===== config.mk =====
export PLATFORM = sky130hd
export DESIGN_NAME = fft_stage_sequencer
export DESIGN_NICKNAME = d
export VERILOG_FILES = /design/src/rtl/fft_stage_sequencer_pkg.sv /design/src/rtl/fft_stage_sequencer_unload.sv /design/src/rtl/fft_stage_sequencer.sv
export SDC_FILE = /design/constraint.sdc
export NUM_CORES = 1
export LEC_CHECK = 0
export BUFFER_PORTS_ARGS = -buffer_cell sky130_fd_sc_hd__buf_2
export CAP_MARGIN = 25
export CORE_MARGIN = 10
export CORE_UTILIZATION = 40
export DETAILED_ROUTE_END_ITERATION = 7
export REMOVE_ABC_BUFFERS = 1
export SYNTH_ARGS = -nofsm -noshare
export SYNTH_HDL_FRONTEND = slang
export SYNTH_SLANG_ARGS = --single-unit

===== constraint.sdc =====
create_clock -name clk -period 4.2 [get_ports clk]
set_input_delay 0.21 -clock clk [delete_from_list [all_inputs] [get_ports clk]]
set_output_delay 0.21 -clock clk [all_outputs]
set_load 0.01 [all_outputs]

===== src/rtl/fft_stage_sequencer_pkg.sv =====
`default_nettype none
// ----------------------------------------------------------------------------
// fft_stage_sequencer_pkg -- shared FFT sizing constants and sequencer states
// Rev 1.0
// ----------------------------------------------------------------------------
package fft_stage_sequencer_pkg;

    localparam int unsigned FFT_N       = 256;
    localparam int unsigned FFT_SIZE    = 8;
    localparam int unsigned FFT_STAGES  = FFT_SIZE;
    localparam int unsigned FFT_TIMEOUT = 1024;

    typedef enum logic [5:0] {
        ST_IDLE     = 6'b000001,
        ST_LOAD     = 6'b000010,
        ST_RUN      = 6'b000100,
        ST_WAIT_STG = 6'b001000,
        ST_UNLOAD   = 6'b010000,
        ST_DONE     = 6'b100000
    } seq_state_e;

endpackage
`default_nettype wire


===== src/rtl/fft_stage_sequencer_unload.sv =====
`default_nettype none
// ----------------------------------------------------------------------------
// fft_unload_cnt -- natural-order result address generator with stall and wrap
// Rev 1.0
// ----------------------------------------------------------------------------
module fft_unload_cnt
    import fft_stage_sequencer_pkg::*;
#(
    parameter int unsigned N    = FFT_N,
    parameter int unsigned SIZE = FFT_SIZE
) (
    input  logic            clk,
    input  logic            rst_n,
    input  logic            clr_i,
    input  logic            en_i,
    input  logic            ready_i,
    output logic [SIZE-1:0] addr_o,
    output logic            valid_o,
    output logic            last_o
);

    logic [SIZE-1:0] addr_q, addr_d;

    always_comb begin
        valid_o = en_i & ready_i;
        last_o  = valid_o && (addr_q == SIZE'(N - 1));
        addr_d  = addr_q;
        if (clr_i) begin
            addr_d = '0;
        end else if (last_o) begin
            addr_d = '0;
        end else if (valid_o) begin
            addr_d = addr_q + 1'b1;
        end
    end

    always_ff @(posedge clk or negedge rst_n) begin
        if (!rst_n) begin
            addr_q <= '0;
        end else begin
            addr_q <= addr_d;
        end
    end

    assign addr_o = addr_q;

endmodule
`default_nettype wire


===== src/rtl/fft_stage_sequencer.sv =====
`default_nettype none
// ----------------------------------------------------------------------------
// fft_stage_sequencer -- frame controller: load, STAGES ping-pong passes, unload
// Rev 1.0
// ----------------------------------------------------------------------------
module fft_stage_sequencer
    import fft_stage_sequencer_pkg::*;
#(
    parameter int unsigned N       = FFT_N,
    parameter int unsigned SIZE    = FFT_SIZE,
    parameter int unsigned STAGES  = FFT_STAGES,
    parameter int unsigned TIMEOUT = FFT_TIMEOUT
) (
    input  logic            clk,
    input  logic            rst_n,
    input  logic            start_i,
    input  logic            abort_i,
    input  logic            load_done_i,
    input  logic            stage_done_i,
    input  logic            unload_ready_i,
    output logic            load_en_o,
    output logic            stage_start_o,
    output logic [2:0]      stage_idx_o,
    output logic            bank_sel_o,
    output logic            unload_en_o,
    output logic [SIZE-1:0] unload_addr_o,
    output logic            unload_valid_o,
    output logic            busy_o,
    output logic            frame_done_o,
    output logic            overrun_o,
    output logic            timeout_o
);

    localparam int unsigned CNT_W = $clog2(TIMEOUT);

    seq_state_e       state_q, state_d;
    logic [2:0]       stage_idx_q, stage_idx_d;
    logic             bank_sel_q, bank_sel_d;
    logic [CNT_W-1:0] cnt_q, cnt_d;
    logic             overrun_q, overrun_d;
    logic             timeout_q, timeout_d;
    logic             unload_last;
    logic             unload_clr;

    // cnt_q holds the number of cycles since the current stage_start_o (0 in RUN)
    always_comb begin
        state_d     = state_q;
        stage_idx_d = stage_idx_q;
        bank_sel_d  = bank_sel_q;
        cnt_d       = cnt_q;
        overrun_d   = overrun_q;
        timeout_d   = timeout_q;

        if (abort_i) begin
            state_d = ST_IDLE;
        end else begin
            if (start_i) begin
                if (state_q == ST_IDLE) begin
                    overrun_d = 1'b0;
                    timeout_d = 1'b0;
                end else begin
                    overrun_d = 1'b1;
                end
            end

            case (state_q)
                ST_IDLE: begin
                    if (start_i) begin
                        state_d     = ST_LOAD;
                        stage_idx_d = '0;
                        bank_sel_d  = 1'b0;
                    end
                end
                ST_LOAD: begin
                    if (load_done_i) begin
                        state_d = ST_RUN;
                        cnt_d   = '0;
                    end
                end
                ST_RUN: begin
                    state_d = ST_WAIT_STG;
                    cnt_d   = cnt_q + 1'b1;
                end
                ST_WAIT_STG: begin
                    cnt_d = cnt_q + 1'b1;
                    // A completion arriving on the timeout cycle still wins
                    if (stage_done_i) begin
                        bank_sel_d = ~bank_sel_q;
                        if (stage_idx_q == 3'(STAGES - 1)) begin
                            state_d = ST_UNLOAD;
                        end else begin
                            stage_idx_d = stage_idx_q + 3'd1;
                            state_d     = ST_RUN;
                            cnt_d       = '0;
                        end
                    end else if (cnt_q == CNT_W'(TIMEOUT - 1)) begin
                        timeout_d = 1'b1;
                        state_d   = ST_IDLE;
                    end
                end
                ST_UNLOAD: begin
                    if (unload_last) begin
                        state_d = ST_DONE;
                    end
                end
                ST_DONE: begin
                    state_d = ST_IDLE;
                end
                default: begin
                    state_d = ST_IDLE;
                end
            endcase
        end
    end

    always_ff @(posedge clk or negedge rst_n) begin
        if (!rst_n) begin
            state_q     <= ST_IDLE;
            stage_idx_q <= '0;
            bank_sel_q  <= 1'b0;
            cnt_q       <= '0;
            overrun_q   <= 1'b0;
            timeout_q   <= 1'b0;
        end else begin
            state_q     <= state_d;
            stage_idx_q <= stage_idx_d;
            bank_sel_q  <= bank_sel_d;
            cnt_q       <= cnt_d;
            overrun_q   <= overrun_d;
            timeout_q   <= timeout_d;
        end
    end

    // Restart the address on abort and on every accepted start so a new frame begins at 0
    assign unload_clr = abort_i | ((state_q == ST_IDLE) & start_i);

    fft_unload_cnt #(
        .N    (N),
        .SIZE (SIZE)
    ) u_unload_cnt (
        .clk     (clk),
        .rst_n   (rst_n),
        .clr_i   (unload_clr),
        .en_i    (state_q == ST_UNLOAD),
        .ready_i (unload_ready_i),
        .addr_o  (unload_addr_o),
        .valid_o (unload_valid_o),
        .last_o  (unload_last)
    );

    assign load_en_o     = (state_q == ST_LOAD);
    assign stage_start_o = (state_q == ST_RUN);
    assign unload_en_o   = (state_q == ST_UNLOAD);
    assign frame_done_o  = (state_q == ST_DONE);
    assign busy_o        = (state_q != ST_IDLE);
    assign stage_idx_o   = stage_idx_q;
    assign bank_sel_o    = bank_sel_q;
    assign overrun_o     = overrun_q;
    assign timeout_o     = timeout_q;

endmodule
`default_nettype wire


# ---- Word-level counts from Yosys, hierarchy flattened
# Cells that the tools add are included.
dict set report op_classes {
  reduce_logical 9
  addsub 3
  n_bitwise 5
  eq_ne 18
  muxes 28
}
# cell count
set op_table {}
lappend op_table {{two-way mux 6 bit} 6}
lappend op_table {{two-way mux 10 bit} 3}
lappend op_table {{case mux 10 bit (3 select lines)} 1}
lappend op_table {{case mux 6 bit (5 select lines)} 1}
lappend op_table {{two-way mux 8 bit} 3}
lappend op_table {{adder 10 x 1 -> 10 bit (second input constant)} 1}
lappend op_table {{== test 10 bit (second input constant)} 1}
lappend op_table {{two-way mux 3 bit} 3}
lappend op_table {{inequality test 3 bit (second input constant)} 3}
lappend op_table {{adder 8 x 1 -> 8 bit (second input constant)} 1}
lappend op_table {{== test 8 bit (second input constant)} 1}
lappend op_table {{two-way mux 1 bit} 8}
lappend op_table {{inequality test 2 bit (second input constant)} 4}
lappend op_table {{AND reduction 4 bit} 2}
lappend op_table {{== test 6 x 1 -> 1 bit (second input constant)} 1}
lappend op_table {{== test 6 x 2 -> 1 bit (second input constant)} 1}
lappend op_table {{== test 6 x 3 -> 1 bit (second input constant)} 1}
lappend op_table {{== test 6 x 4 -> 1 bit (second input constant)} 1}
lappend op_table {{== test 6 x 5 -> 1 bit (second input constant)} 1}
lappend op_table {{== test 6 bit (second input constant)} 1}
lappend op_table {{inequality test 6 x 1 -> 1 bit (second input constant)} 1}
lappend op_table {{case mux 3 bit (2 select lines)} 1}
lappend op_table {{nonzero test 3 bit} 2}
lappend op_table {{two-way mux 5 bit} 1}
lappend op_table {{other kinds (12)} 14}
dict set report totals {
  word_cells 70
  ff_bits 30
  out_inout_bits 20
  input_bits 7
}

# ---- Logic depth before layout (Yosys ltp)
# Gate-level depths: netlist of the first run.
dict set report logic_depth {
  ltp_word 6
  mapped_depth 7
  depth_no_buf 7
}

# ---- By module
# A second synthesis of the first run with hierarchy kept.
dict set report unflattened {
  hier_cells 190
  hier_area_um2 1771.7
}
# mod n_inst seq_area_each_um2 cells_each area_each_um2
set modules_own_cells {}
lappend modules_own_cells {fft_stage_sequencer 1 551.8 142 1340.0}
lappend modules_own_cells {fft_unload_cnt 1 200.2 48 431.7}

# ---- Least setup slack after synthesis of the first run
# Ideal clock, no wire load.
dict set report synth_path {
  kind {register -> register}
  start {register stage_idx_q[0] (netlist: stage_idx_o[0])}
  end {register cnt_q[7]}
  n_path_buf 0
  path_stages_with_launch 8
  t_required_ns 4.108
  setup_slack_ns 2.145
  setup_time_ns 0.092
  arrival_ns 1.963
  period_less_slack_ns 2.055
  path_cell_list {dfrtp_1 > ha_1 > ha_1 > nand2b_1 > nand3_2 > a211o_1 > or3_4 > o31ai_2}
}
dict set report synth_between {
  elab_chain_cells 4
}
# item line
set synth_rtl {}
lappend synth_rtl {{from (decl)} fft_stage_sequencer.sv:37} ;# logic [2:0] stage_idx_q, stage_idx_d;
lappend synth_rtl {{from (signal assigned)} fft_stage_sequencer.sv:126} ;# stage_idx_q <= stage_idx_d;
lappend synth_rtl {{== test 3 bit} fft_stage_sequencer.sv:89} ;# if (stage_idx_q == 3'(STAGES - 1)) begin
lappend synth_rtl {{two-way mux 10 bit} fft_stage_sequencer.sv:89}
lappend synth_rtl {{two-way mux 10 bit} fft_stage_sequencer.sv:87} ;# if (stage_done_i) begin
lappend synth_rtl {{case mux 10 bit (3 select lines)} fft_stage_sequencer.sv:66} ;# case (state_q)
lappend synth_rtl {{to (signal assigned)} fft_stage_sequencer.sv:128} ;# cnt_q <= cnt_d;
lappend synth_rtl {{to (decl)} fft_stage_sequencer.sv:39} ;# logic [CNT_W-1:0] cnt_q, cnt_d;
# Every way passes these cells.
# A chain may end at the register's enable or synchronous reset.

# ---- Worst setup path after layout of the first run
# Ends and elaborated chain as after synthesis.

==> results list, run 1 <==
* Leading register cell type out of synthesis: dfrtp_1
- Class of the tightest hold or removal check: in -> reg
* Clock Path Buffers: 2
- Start of the worst register-to-register path: stage_idx_o[0]
- Total core area: about 0.004 sq mm
- After the first detailed-routing iteration, the DRC count stood at 66.
- Most common library cells after synthesis: dfrtp_1 (29), nand2_1 (18), nor2_1 (17)
* Initial Utilization: 42.38%
- Fraction of final layout cells with drive strength greater than 1: roughly a fifth
- In this run the power density over the cells is ~360 mW/mm^2.
- Total Negative Setup Slacks: 0 ns
- Max-cap violations in this run came to 0.
- STA classifies the critical path endpoint as a register.
* Dominant cell type by area after synthesis: dfrtp_1
- The floorplan step set the die width to between 80 and 90 um.
* Sinks on the clock net: 30
* Max H-tree Level: 2
- Number of synthesized flops with an enable pin: 0
* Via count of the first global-routing pass: around 1500
- Ys async rst share: between 90% and 100%
- Main area contributors after synthesis: dfrtp_1 (42%), a21oi_1 (4.0%), nand2_1 (3.9%)
* Routed wire per std cell: between 10 and 15 um
* Chip height: about 86 um
- Clock tree synthesis inserted a total of 5 buffers.
- Worst reg2reg setup slack: about 2.0 ns
- Status: finished clean
- The completed layout was analyzed and its total power is about 730 uW.
* Final setup violation count: 0
- Crit path from: stage_idx_o[0]
- Most common cell type on the critical path: ha_1
- Number of instances in the synthesized netlist: a little under 200
- Data on the critical path is required at its endpoint by roughly 4.4 ns.
- In this run the core area contains 23 standard-cell rows.
* Origin of the worst min-delay path: start_i
- Max Transition Viols Final: 0
- The repair_antennas step left the layout with diodes totalling 0.
* Total iterations of the first detailed-routing run: 4
- Resized cells post-CTS: 0
* Arrival time of the worst setup path: between 2 and 2.5 ns
* Clock tree from TritonCTS: done
* Remaining routing DRC violations: 0
- CTS placed an instance of clkbuf_8 at the clock tree root.
- Layout area overhead: 15.14%
- The critical path is of the reg -> reg type.
- Global-route usage over all layers: between 10% and 20%
- After clock tree synthesis, the clock-pin slew on the worst setup and hold paths is roughly 0.060 ns.
- 27 I/O pins were placed.
- The detailed router placed about 1500 vias in this run.
* Cells along the critical path: ha_1 -> ha_1 -> nand2b_1 -> nand3_2 -> a211o_1 -> or3_4 -> o31ai_2
- Worst-case reg-to-reg path depth: 7
* Highest ir drop seen on vdd: approximately 200 uV
- CP Buf/Inv Count: 0
- Along the worst hold path, the cell count comes to 2.
* Yosys warning total: 0
- Leakage power summed over all cells: 0.0009138 uW
- Post-CTS Hold Fix Bufs: 1
- The slowest stage of the critical path belongs to the cell a211o_1.
- The routed design could run at a clock period as short as around 2.2 ns.
- The count of nets left with antenna violations once routing finished came out at 0.
* Clock latency of the later-clocked register in the worst-skew pair: 0.28 ns
* Total overflow reported by the global router: 0
- On the worst path, the slowest cell contributes a delay of between 0.4 and 0.5 ns.
- Critical path launch point type: register
- Critical register-to-register path endpoint: cnt_q[7]
- Post-route fraction of the period consumed by the critical path: around 53%
- In this design, the largest share of critical-path delay is due to simple AND/OR/NAND/NOR gates.
* Sink of the worst hold path: state_q[0]
* Portion of synthesized cell area occupied by the leading cell type: a little over two fifths
* Dominant cell by count in the synthesized netlist: dfrtp_1
- Finished Core Util: about half
- Number of hold violations in the final report: 0
- In this run the post-CTS setup repair buffer count came out at 0.
- Final GP Congestion: about 0.84
- Setup repair after global routing left no endpoint under its margin.
- A synthesized cell averages roughly 8.9 sq um.
* Number of vias per cell: roughly 5.6
- Nets: 236
- The first global-routing pass estimated 7217 um of wire.
- After legalization and detailed placement, the total HPWL measured 3035 um.
- In this run, synthesis produced a sequential element count of 30.
- Fmax: 446.4 MHz
- Buffers added on ports: 26
- Floorplan die area: 0.007402 sq mm
- Distinct cell type count after synthesis: approximately 50
- Worst clock skew on the final layout: around 0.0021 ns
* Largest driver fanout on the critical path: 7
- Max_slew headroom: ~56%
- Sequential share of the synthesized area: a little over two fifths
* Number of antenna violations at the first check in global routing: 0
- Entering global routing, the biggest net connects 31 pins.
- Wires add up to 4042 um.
* Worst Tran Pin Value: between 0.6 and 0.7 ns
* Post-synthesis instance area: around 0.0017 sq mm
==> per-layer routing <==
metal / track usage [%] / vias up / part of all wire (%)
met4: 3.293 / 0 / 0.72
met3: 3.879 / 5 / 5.5
met5: 0 / - / 0
li1: - / 777 / -
met1: 15.50 / 734 / 49
met2: 17.31 / 29 / 44
==> power breakdown <==
part	switching, uW	internal [uW]	total (uW)
combinational	67.1	54.1	121
sequential	42.2	327	369
clock	106	132	238
==> per-stage QoR <==
step           hold slack, ns  worst slack (ns)  instances  cell area, sq um
2_1_floorplan        -0.08559             2.145        191              1714
3_5_place_dp           0.2960             1.937        267              1907
4_1_cts                0.1481             1.929        276              2008
6_report               0.1529             1.960        276              2008
5_1_grt                0.1506             1.747        276              2008
3_3_place_gp           0.2921             2.003        267              1907
==> registers in the layout, indices dropped and copies added, names as in the netlist <==
name and cells:
state_q 6, overrun_o 1, stage_idx_o 3, timeout_o 1, cnt_q 10, u_unload_cnt.addr_o 8, bank_sel_o 1
==> kinds of logic after synthesis <==
group,after synthesis,share of synthesized area [%]
AND/OR/NAND/NOR,81,25.68
AO/OA/AOI/OAI,58,21.16
flip-flops,30,43.11
buffers and inverters,19,4.520
XOR/XNOR,4,2.009
adder cells (fa/ha/maj),4,2.870
multiplexers,1,0.6456
==> area by class of cell <==
class                   instances  area (sq um)
clock buffers                   7         86.33
clock inverters                 1         5.005
fillers                       408          2107
inverters                      13         48.80
multi-input cells             148         913.4
flip-flops and latches         30         752.0
well taps                      50         62.56
repair buffers                 27         140.1
==> worst register-to-register path: stages, from the launching register on <==
cell and delay (ns):
dfrtp_1 0.41, ha_1 0.17, ha_1 0.15, nand2b_1 0.27
nand3_2 0.18, a211o_1 0.43, or3_4 0.38, o31ai_2 0.17
==> layout by cell type (no fill, tap or decap), types with 2 or more instances in the layout <==
| cell | n |
|---|---|
| or4_1 | 2 |
| inv_2 | 3 |
| nand3_1 | 5 |
| nor2_1 | 17 |
| clkbuf_8 | 6 |
| buf_2 | 26 |
| a211oi_1 | 2 |
| nand4_1 | 6 |
| o22ai_1 | 4 |
| a21oi_1 | 14 |
| o22a_1 | 3 |
| ha_1 | 4 |
| o21ai_1 | 12 |
| nor3_1 | 5 |
| a31oi_1 | 2 |
| dfrtp_1 | 29 |
| and4_1 | 2 |
| nand2b_1 | 7 |
| nand2_1 | 18 |
| o32ai_1 | 2 |
| xor2_1 | 3 |
| or3_1 | 6 |
| inv_1 | 10 |
| a22oi_1 | 4 |
| o21ai_0 | 6 |
| nor2b_1 | 3 |
==> worst max-delay path by stage <==
stage / end / slack, ns / depth (start not counted)
after CTS: cnt_q[7] / 1.93 / 7
after global routing: cnt_q[7] / 1.75 / 7
after global placement: cnt_q[7] / 2.00 / 7
after detailed placement: cnt_q[7] / 1.94 / 7
final: cnt_q[7] / 1.96 / 7
after floorplan: cnt_q[7] / 2.15 / 7
Note: power is estimated with default switching activity, not from simulation.
==> run 2, diff against run 1 <==
ABC_AREA = 1   (was not set)
clock period = 2 ns   (was 4.2 ns; I/O delays follow)
==> run 2 against run 1 <==
Synthesized area grew 11%. Cell count grew 26%. Highest routed layer unchanged. Critical endpoint is now cnt_q[8]. Design area grew 12%. Clock power increased by 140%. Sequential share of layout area is 3.9 points lower. Critical path type unchanged. Non-clock buffer count is the same. Power rose to 2.6 times the previous value. Flip-flop and latch count did not move. Fmax increased by 37%. Die area up 8.2%.
==> results list, run 2 <==
- Sequential share of the synthesized area: 38.92% (-4.2 points)
* Distinct cell type count after synthesis: 29 (-41%)
- The number of hold-repair buffers added at the cts stage was 1 (unchanged).
- The run finished with clean final reports.
- Wire length after detailed routing: 4312 um (+6.7%)
- The final count of pins violating max slew came to 0 (unchanged).
- Commonest cells after routing, fill and taps aside: nand2_1 (62), inv_1 (36), nor2_1 (29), dfrtp_1 (29), buf_2 (26)
- Fraction of final layout cells with drive strength greater than 1: 22.18% (+2.7 points)
* Post-DRT Antenna Nets: 0 (unchanged)
- Routed wire length on met3: 181 um (-18%)
* Chip height: 89.50 um (+4.0%)
- Worst clock skew on the final layout: 0.004645 ns (+0.002571 ns)
- The leakage power figure came to 0.001186 uW (+30%).
- The via count of the first global-routing pass is 1605 (+6.4%).
- The buffers plus inverters on the worst setup path came to 2 (+2).
- The worst hold slack was 0.05794 ns (-0.09492 ns).
- The largest stage delay on the critical path came to 0.41 ns (-0.02 ns).
- Final GP Congestion: 0.8406 (+0.29%)
- The pin count of the biggest net entering global routing was 31 (unchanged).
* Most common cell type on the critical path: nand2_1
- Vias after detailed routing: 1689 (+9.3%)
- Max_slew headroom: 56.02% (+0.51 points)
- Number of fill cells in the layout: 479 (+17%)
- The maximum number of buffers from clock root to sink was 2 (unchanged).
- Max H-tree Level: 2 (unchanged)
- Synth Register Bits: 30 (unchanged)
- Number of hold violations in the final report: 0 (unchanged)
* Largest driver fanout on the critical path: 4 (-3)
* Post-CTS Setup Bufs: 0 (unchanged)
- Signal routing reaches up to met4.
* IO Count: 27 (unchanged)
* CTS root buf: clkbuf_8
- The top cell type's share of synthesized area was 37.56% (-4.0 points).
* Clock tree from TritonCTS: done
- The transition time at the pin with the least slew margin came to 0.6597 ns (-0.007607 ns).
* Detail Route met2 WL: 1903 um (+6.1%)
* Remaining routing DRC violations: 0 (unchanged)
* Post-synthesis instance area: 0.001932 sq mm (+11%)
- For this run, the leading register cell type out of synthesis is dfrtp_1.
- After synthesis, the cell types taking the most area are dfrtp_1 (38%), nand2_1 (12%), inv_1 (7.0%).
- Kind of cell adding the most delay to the critical path: simple AND/OR/NAND/NOR gates
- Layout area overhead: 16.19%
- The number of antenna violations at the first check in global routing came to 0 (unchanged).
- Total clock buffers created by CTS: 5 (unchanged)
- The clock slew seen by the registers of the worst setup and hold paths was 0.07 ns (about the same).
- The final-layout setup total negative slack came to 0 ns (unchanged).
- The worst setup path is captured at a register.
- The share of the clock period used by the worst path after layout came to 81.92% (+29 points).
* Start-to-end type of the worst setup path: reg -> reg
- Resized cells post-CTS: 0 (unchanged)
- First-iteration detailed-routing DRC count: 63 (-4.5%)
- The ratio of routed vias to standard cells came to 4.867 (-13%).
- Unrepaired setup endpoints after global routing: false
- Initial Utilization: 41.17% (-1.2 points)
- The flip-flop count of the largest register, all copies and words added is 10 (unchanged).
- The footprint of the flip-flops and latches is 752.0 sq um (unchanged).
- The die extent in x is 89.50 um (+4.0%).
- The number of endpoints failing setup at the final stage was 0 (unchanged).
- Max-cap check violation count: 0 (unchanged)
* Number of placement rows: 25 (+8.7%)
* Total overflow reported by the global router: 0 (unchanged)
* Critical path launch point type: register
- The power per standard cell area is 859.6 mW/mm^2 (+140%).
* Buffers added on ports: 26 (unchanged)
* Arrival time of the worst setup path: 1.82 ns (-0.61 ns)
* Dominant cell by count in the synthesized netlist: nand2_1
- Dominant cell type by area after synthesis: dfrtp_1
- The wire length of the first global-routing pass came to 7555 um (+4.7%).
- Final critical path time including I/O delays and setup: 1.638 ns (-0.6019 ns)
* Cells along the critical path: ha_1 -> ha_1 -> inv_1 -> nand2_1 -> nand2_1 -> nand2_1 -> o21ai_1 -> nand2_1 -> nand2_1 -> inv_1
* Highest ir drop seen on vdd: 397.4 uV (+95%)
- Crit path max-delay cell type: dfrtp_1
- Clock latency of the later-clocked register in the worst-skew pair: 0.28 ns (about the same)
- Fmax: 610.4 MHz (+37%)
- The required time of the critical path was 2.18 ns (-2.21 ns).
- Largest Register: cnt_q
- Total core area: 0.004692 sq mm (+14%)
- The cell count after synthesis came to 259 (+31%).
* Detailed-placement wirelength estimate: 3431 um (+13%)
- The mean instance size in the synthesized netlist is 7.459 sq um (-16%).
- Number of synthesized flops with an enable pin: 0 (unchanged)
* Routed wire per std cell: 12.43 um (-15%)
- Total iterations of the first detailed-routing run: 4 (unchanged)
* Floorplan die area: 0.008009 sq mm (+8.2%)
- The library cell used most frequently in the layout, excluding fill and tap cells, is nand2_1.
* Ys async rst share: 100.0% (unchanged)
- The min-delay analysis places its worst path in the category in -> reg.
* Met1 wire length: 2174 um (+9.0%)
* Nets: 303 (+28%)
* Most common library cells after synthesis: nand2_1 (62), inv_1 (36), dfrtp_1 (29), nor2_1 (29), nand3_1 (20)
- The total number of clock tree sinks was 30 (unchanged).
- Yosys warning total: 0 (unchanged)
- The global-route total usage across every layer is 12.01% (+0.40 points).
- Area of the multi-input gates: 0.001022 sq mm (+12%)
- The number of diodes was 0 (unchanged).
run 2: cell count changes after synthesis, moves of 4 or more:
cell      previous run  this run
a21oi_1             14         6
a22oi_1              4         0
o22ai_1              4         0
or3_1                6         0
o21ai_0              6        14
inv_1               10        36
nor2_4               0         6
nand3_1              5        20
nor2_2               0         5
nand2b_1             7         0
nand2_1             18        62
nor2_1              17        29
run 2: cell type report:
type	count	share of cell area, %
clock buffer	8	4.905
inverter	40	6.800
multi-input combinational	188	45.54
sequential	30	33.50
tap	54	3.010
timing repair buffer	27	6.243
run 2: logic make-up after synthesis:
| kind of cell | synth area share [%] |
|---|---|
| fa+ha+maj | 2.591 |
| flops | 38.93 |
| xor+xnor | 1.360 |
| buf+inv | 8.161 |
| compound gates | 9.456 |
| simple gates | 39.51 |
run 2: path summary, 6_finish.rpt:
check / start / end / slack (ns) / cells after the start
worst max-delay path: stage_idx_o[0] / cnt_q[8] / 0.36 / 10
worst min-delay path: stage_done_i / timeout_o / 0.06 / 2
worst max register to register: stage_idx_o[0] / cnt_q[8] / 0.36 / 10
worst min register to register: timeout_o / timeout_o / 0.51 / 2
max in group asynchronous: rst_n / bank_sel_o / 1.19 / 2
min in group asynchronous: rst_n / u_unload_cnt.addr_o[7] / 0.37 / 2
run 2: worst reg2reg max path, stage by stage, from the launching register on:
cell,delay [ns]
dfrtp_1,0.41
ha_1,0.21
ha_1,0.22
inv_1,0.09
nand2_1,0.08
nand2_1,0.16
nand2_1,0.13
o21ai_1,0.10
nand2_1,0.06
nand2_1,0.06
inv_1,0.03
run 2: routing by layer:
metal,up-vias,GRT usage [%]
met4,0,3.902
li1,898,-
met3,5,3.464
met1,763,15.98
met5,-,0
met2,23,18.15
run 2: power by group:
group | total, uW | switching, uW | internal [uW]
sequential | 800 | 89.4 | 710
combinational | 550 | 369 | 181
clock | 580 | 232 | 347
total | 1930 | 691 | 1240
run 2: stage by stage:
stage	setup slack [ns]	std cells	power, uW	instance area [sq um]	util (%)
after floorplan	0.5298	258	1215	1927	-
after global placement	0.3638	338	1362	2125	45.28
after detailed placement	0.3821	338	1366	2125	45.28
after CTS	0.3472	347	1960	2245	47.84
after global routing	0.2205	347	2085	2245	47.84
final	0.3617	347	1929	2245	47.84
==> run 3, diff against run 2 <==
clock period = 1.6 ns   (was 2 ns; I/O delays follow)
==> run 3 against run 2 <==
Critical path depth down 1. Largest cell class unchanged. Highest routed layer unchanged. Register-to-register slack worse by 0.28 ns. Count of clock-buffer cells in the layout down 1. Largest power group unchanged. Critical endpoint is now bank_sel_o. Worst setup slack worse by 0.28 ns. First-iteration DRC count down 13%.
==> results list, run 3 (synthesized netlist as in run 2, its figures left out) <==
* Placed Cells incl. Taps: 341 (+0.89%)
- Global-route usage over all layers: 11.94% (-0.074 points)
- The ratio of routed vias to standard cells came to 4.771 (-2.0%).
- Fmax: 656.7 MHz (+7.6%)
- From synthesis to final layout, the design area changed by 25.97%.
- The via count of the first global-routing pass came to 1638 (+2.1%).
- TritonCTS built the clock tree.
* Post-DRT Antenna Nets: 0 (unchanged)
- Vias after detailed routing: 1732 (+2.5%)
- Worst endpoint required time: 1.77 ns (-0.41 ns)
- Max_slew headroom: 55.74% (-0.28 points)
- Walking the worst path, the cells encountered are inv_2 -> nor2_2 -> nand3_2 -> nor2_4 -> nand2_2 -> nand2_4 -> nand2_4 -> nand2_1 -> o21ai_1.
* Largest stage delay, worst path: 0.57 ns (+0.16 ns)
- The max-cap violation count was 0 (unchanged).
- The library cell used most frequently in the layout, excluding fill and tap cells, is nand2_1.
- Wire length of the first global-routing pass: 7583 um (+0.37%)
- Sinks on the clock net: 30 (unchanged)
- Buffers added on ports: 26 (unchanged)
* Remaining routing DRC violations: 0 (unchanged)
- Number of antenna cells inserted: 0 (unchanged)
* Max H-tree Level: 2 (unchanged)
- The register with the most flip-flops in the final layout is cnt_q.
- Total overflow reported by the global router: 0 (unchanged)
- Origin of the worst min-delay path: stage_done_i
- The full die area is 0.008009 sq mm (unchanged).
- Number of placement rows: 25 (unchanged)
- The vertical extent of the die came to 89.50 um (unchanged).
- The number of endpoints failing setup at the final stage was 0 (unchanged).
* Total clock buffers created by CTS: 5 (unchanged)
- STA classifies the critical path endpoint as a register.
- The number of antenna violations at the first check in global routing is 0 (unchanged).
- Critical path launch point type: register
* Commonest cells after routing, fill and taps aside: nand2_1 (55), inv_1 (34), dfrtp_1 (29)
* Final Worst Setup Slack: 0.07724 ns (-0.2844 ns)
* Arrival time of the worst setup path: 1.69 ns (-0.13 ns)
- The path class of the tightest hold or removal check is in -> reg.
* Start-to-end type of the worst setup path: reg -> reg
* Leakage power summed over all cells: 0.001256 uW (+5.9%)
- Final Hold Slack: 0.05061 ns (-0.007325 ns)
- First-iteration detailed-routing DRC count: 55 (-13%)
* Total core area: 0.004692 sq mm (unchanged)
* Crit path max-delay cell type: dfstp_2
- The die extent in x is 89.50 um (unchanged).
* IO Count: 27 (unchanged)
- Total power per unit cell area: 1015 mW/mm^2 (+18%)
- The maximum VDD drop was 498.8 uV (+26%).
- The shortest clock period the worst path allows after layout came to 1.523 ns (-0.1156 ns).
- Post-place setup slack: -0.003883 ns (-0.3860 ns)
- Clock-pin transition on the worst setup and hold timing paths: 0.07 ns (about the same)
- Status: finished clean
- Routed wire per std cell: 12.34 um (-0.71%)
* Initial Utilization: 41.17% (unchanged)
- Setup repair after global routing could not meet its margin everywhere.
- Total iterations of the first detailed-routing run: 4 (unchanged)
* Largest net degree at the start of global routing: 31 (unchanged)
- Clock latency of the later-clocked register in the worst-skew pair: 0.28 ns (about the same)
- The fraction of layout cells with a size suffix above 1 came to 30.74% (+8.6 points).
- The final count of pins violating max slew is 0 (unchanged).
* Start of the worst register-to-register path: state_q[0]
- Flip-flop count of the largest register after layout: 10 (unchanged)
- Post-route fraction of the period consumed by the critical path: 95.17% (+13 points)
- The number of hold violations in the final report is 0 (unchanged).
- The total length of routed wires was 4479 um (+3.9%).
- Clock Path Buffers: 2 (unchanged)
- Final instance count without filler cells: 363 (+4.6%)
- Detailed-placement wirelength estimate: 3412 um (-0.55%)
- The total power consumption of the routed design is 2470 uW (+28%).
* Most common cell type on the critical path: nand2_4
- Nets: 319 (+5.3%)
- Final GP Congestion: 0.8170 (-2.8%)
- Crit path from: state_q[0]
- CTS root buf: clkbuf_8
* Worst clock skew on the final layout: 0.002969 ns (-0.001676 ns)
- Largest driver fanout on the critical path: 5 (+1)
* Worst Tran Pin Value: 0.6640 ns (+0.004274 ns)
[run 3: changes by cell type in the layout (fill, tap and decap cells not counted), sizes merged]
cell	previous run	this run
clkbuf	8	7
clkinv	0	1
buf	26	42
[run 3: per-stage QoR]
step | TNS [ns] | cell area, sq um | util [%]
after floorplan | 0 | 1927 | -
after global placement | -0.04443 | 2147 | 45.76
after detailed placement | -0.003883 | 2147 | 45.76
after CTS | 0 | 2253 | 48.03
after global routing | -0.1622 | 2434 | 51.87
final | 0 | 2434 | 51.87
[run 3: final timing paths]
path	endpoint	slack [ns]	depth (start not counted)
worst min-delay path	timeout_o	0.05	2
worst max-delay path	bank_sel_o	0.08	9
min in group asynchronous	u_unload_cnt.addr_o[4]	0.36	2
max in group asynchronous	cnt_q[5]	0.80	2
worst min register to register	timeout_o	0.51	2
worst max register to register	bank_sel_o	0.08	9
[run 3: report_power, final]
part	internal, uW	switching [uW]	total (uW)
clock	347	288	634
sequential	888	105	992
combinational	325	518	843
total	1560	911	2470
[run 3: area by class of cell]
| cell class | instances | area, sq um |
|---|---|---|
| clock buffer | 7 | 86.33 |
| inverter | 40 | 155.1 |
| multi-input combinational | 188 | 1101 |
| clock inverter | 1 | 5.005 |
| sequential | 30 | 752.0 |
| fill | 470 | 2258 |
| timing repair buffer | 43 | 266.5 |
| tap | 54 | 67.56 |
[run 3: repair_timing]
| item | in CTS | in global routing |
|---|---|---|
| setup buffers | 0 | 13 |
| resized for setup | 2 | 23 |
| setup endpoints to repair | 3 | 14 |
| gates cloned | 0 | 0 |
| endpoints found under the hold margin | 29 | 0 |
| pin swaps | 0 | 15 |
| hold buffers | 1 | 0 |
[run 3: critical path, delay by kind of cell, from the launching register on]
kind	cells	cell delay, ns
and+or+nand+nor	7	0.72
DFF	1	0.57
AOI/OAI and AO/OA	1	0.06
buffers and inverters	1	0.04
[run 3: metal layers]
layer	global-route usage, %	part of all wire [%]	vias to the layer above
li1	-	-	935
met1	16.11	50	766
met2	18.02	44	25
met5	0	0	-
met4	3.468	1.2	0
met3	3.373	4.7	6
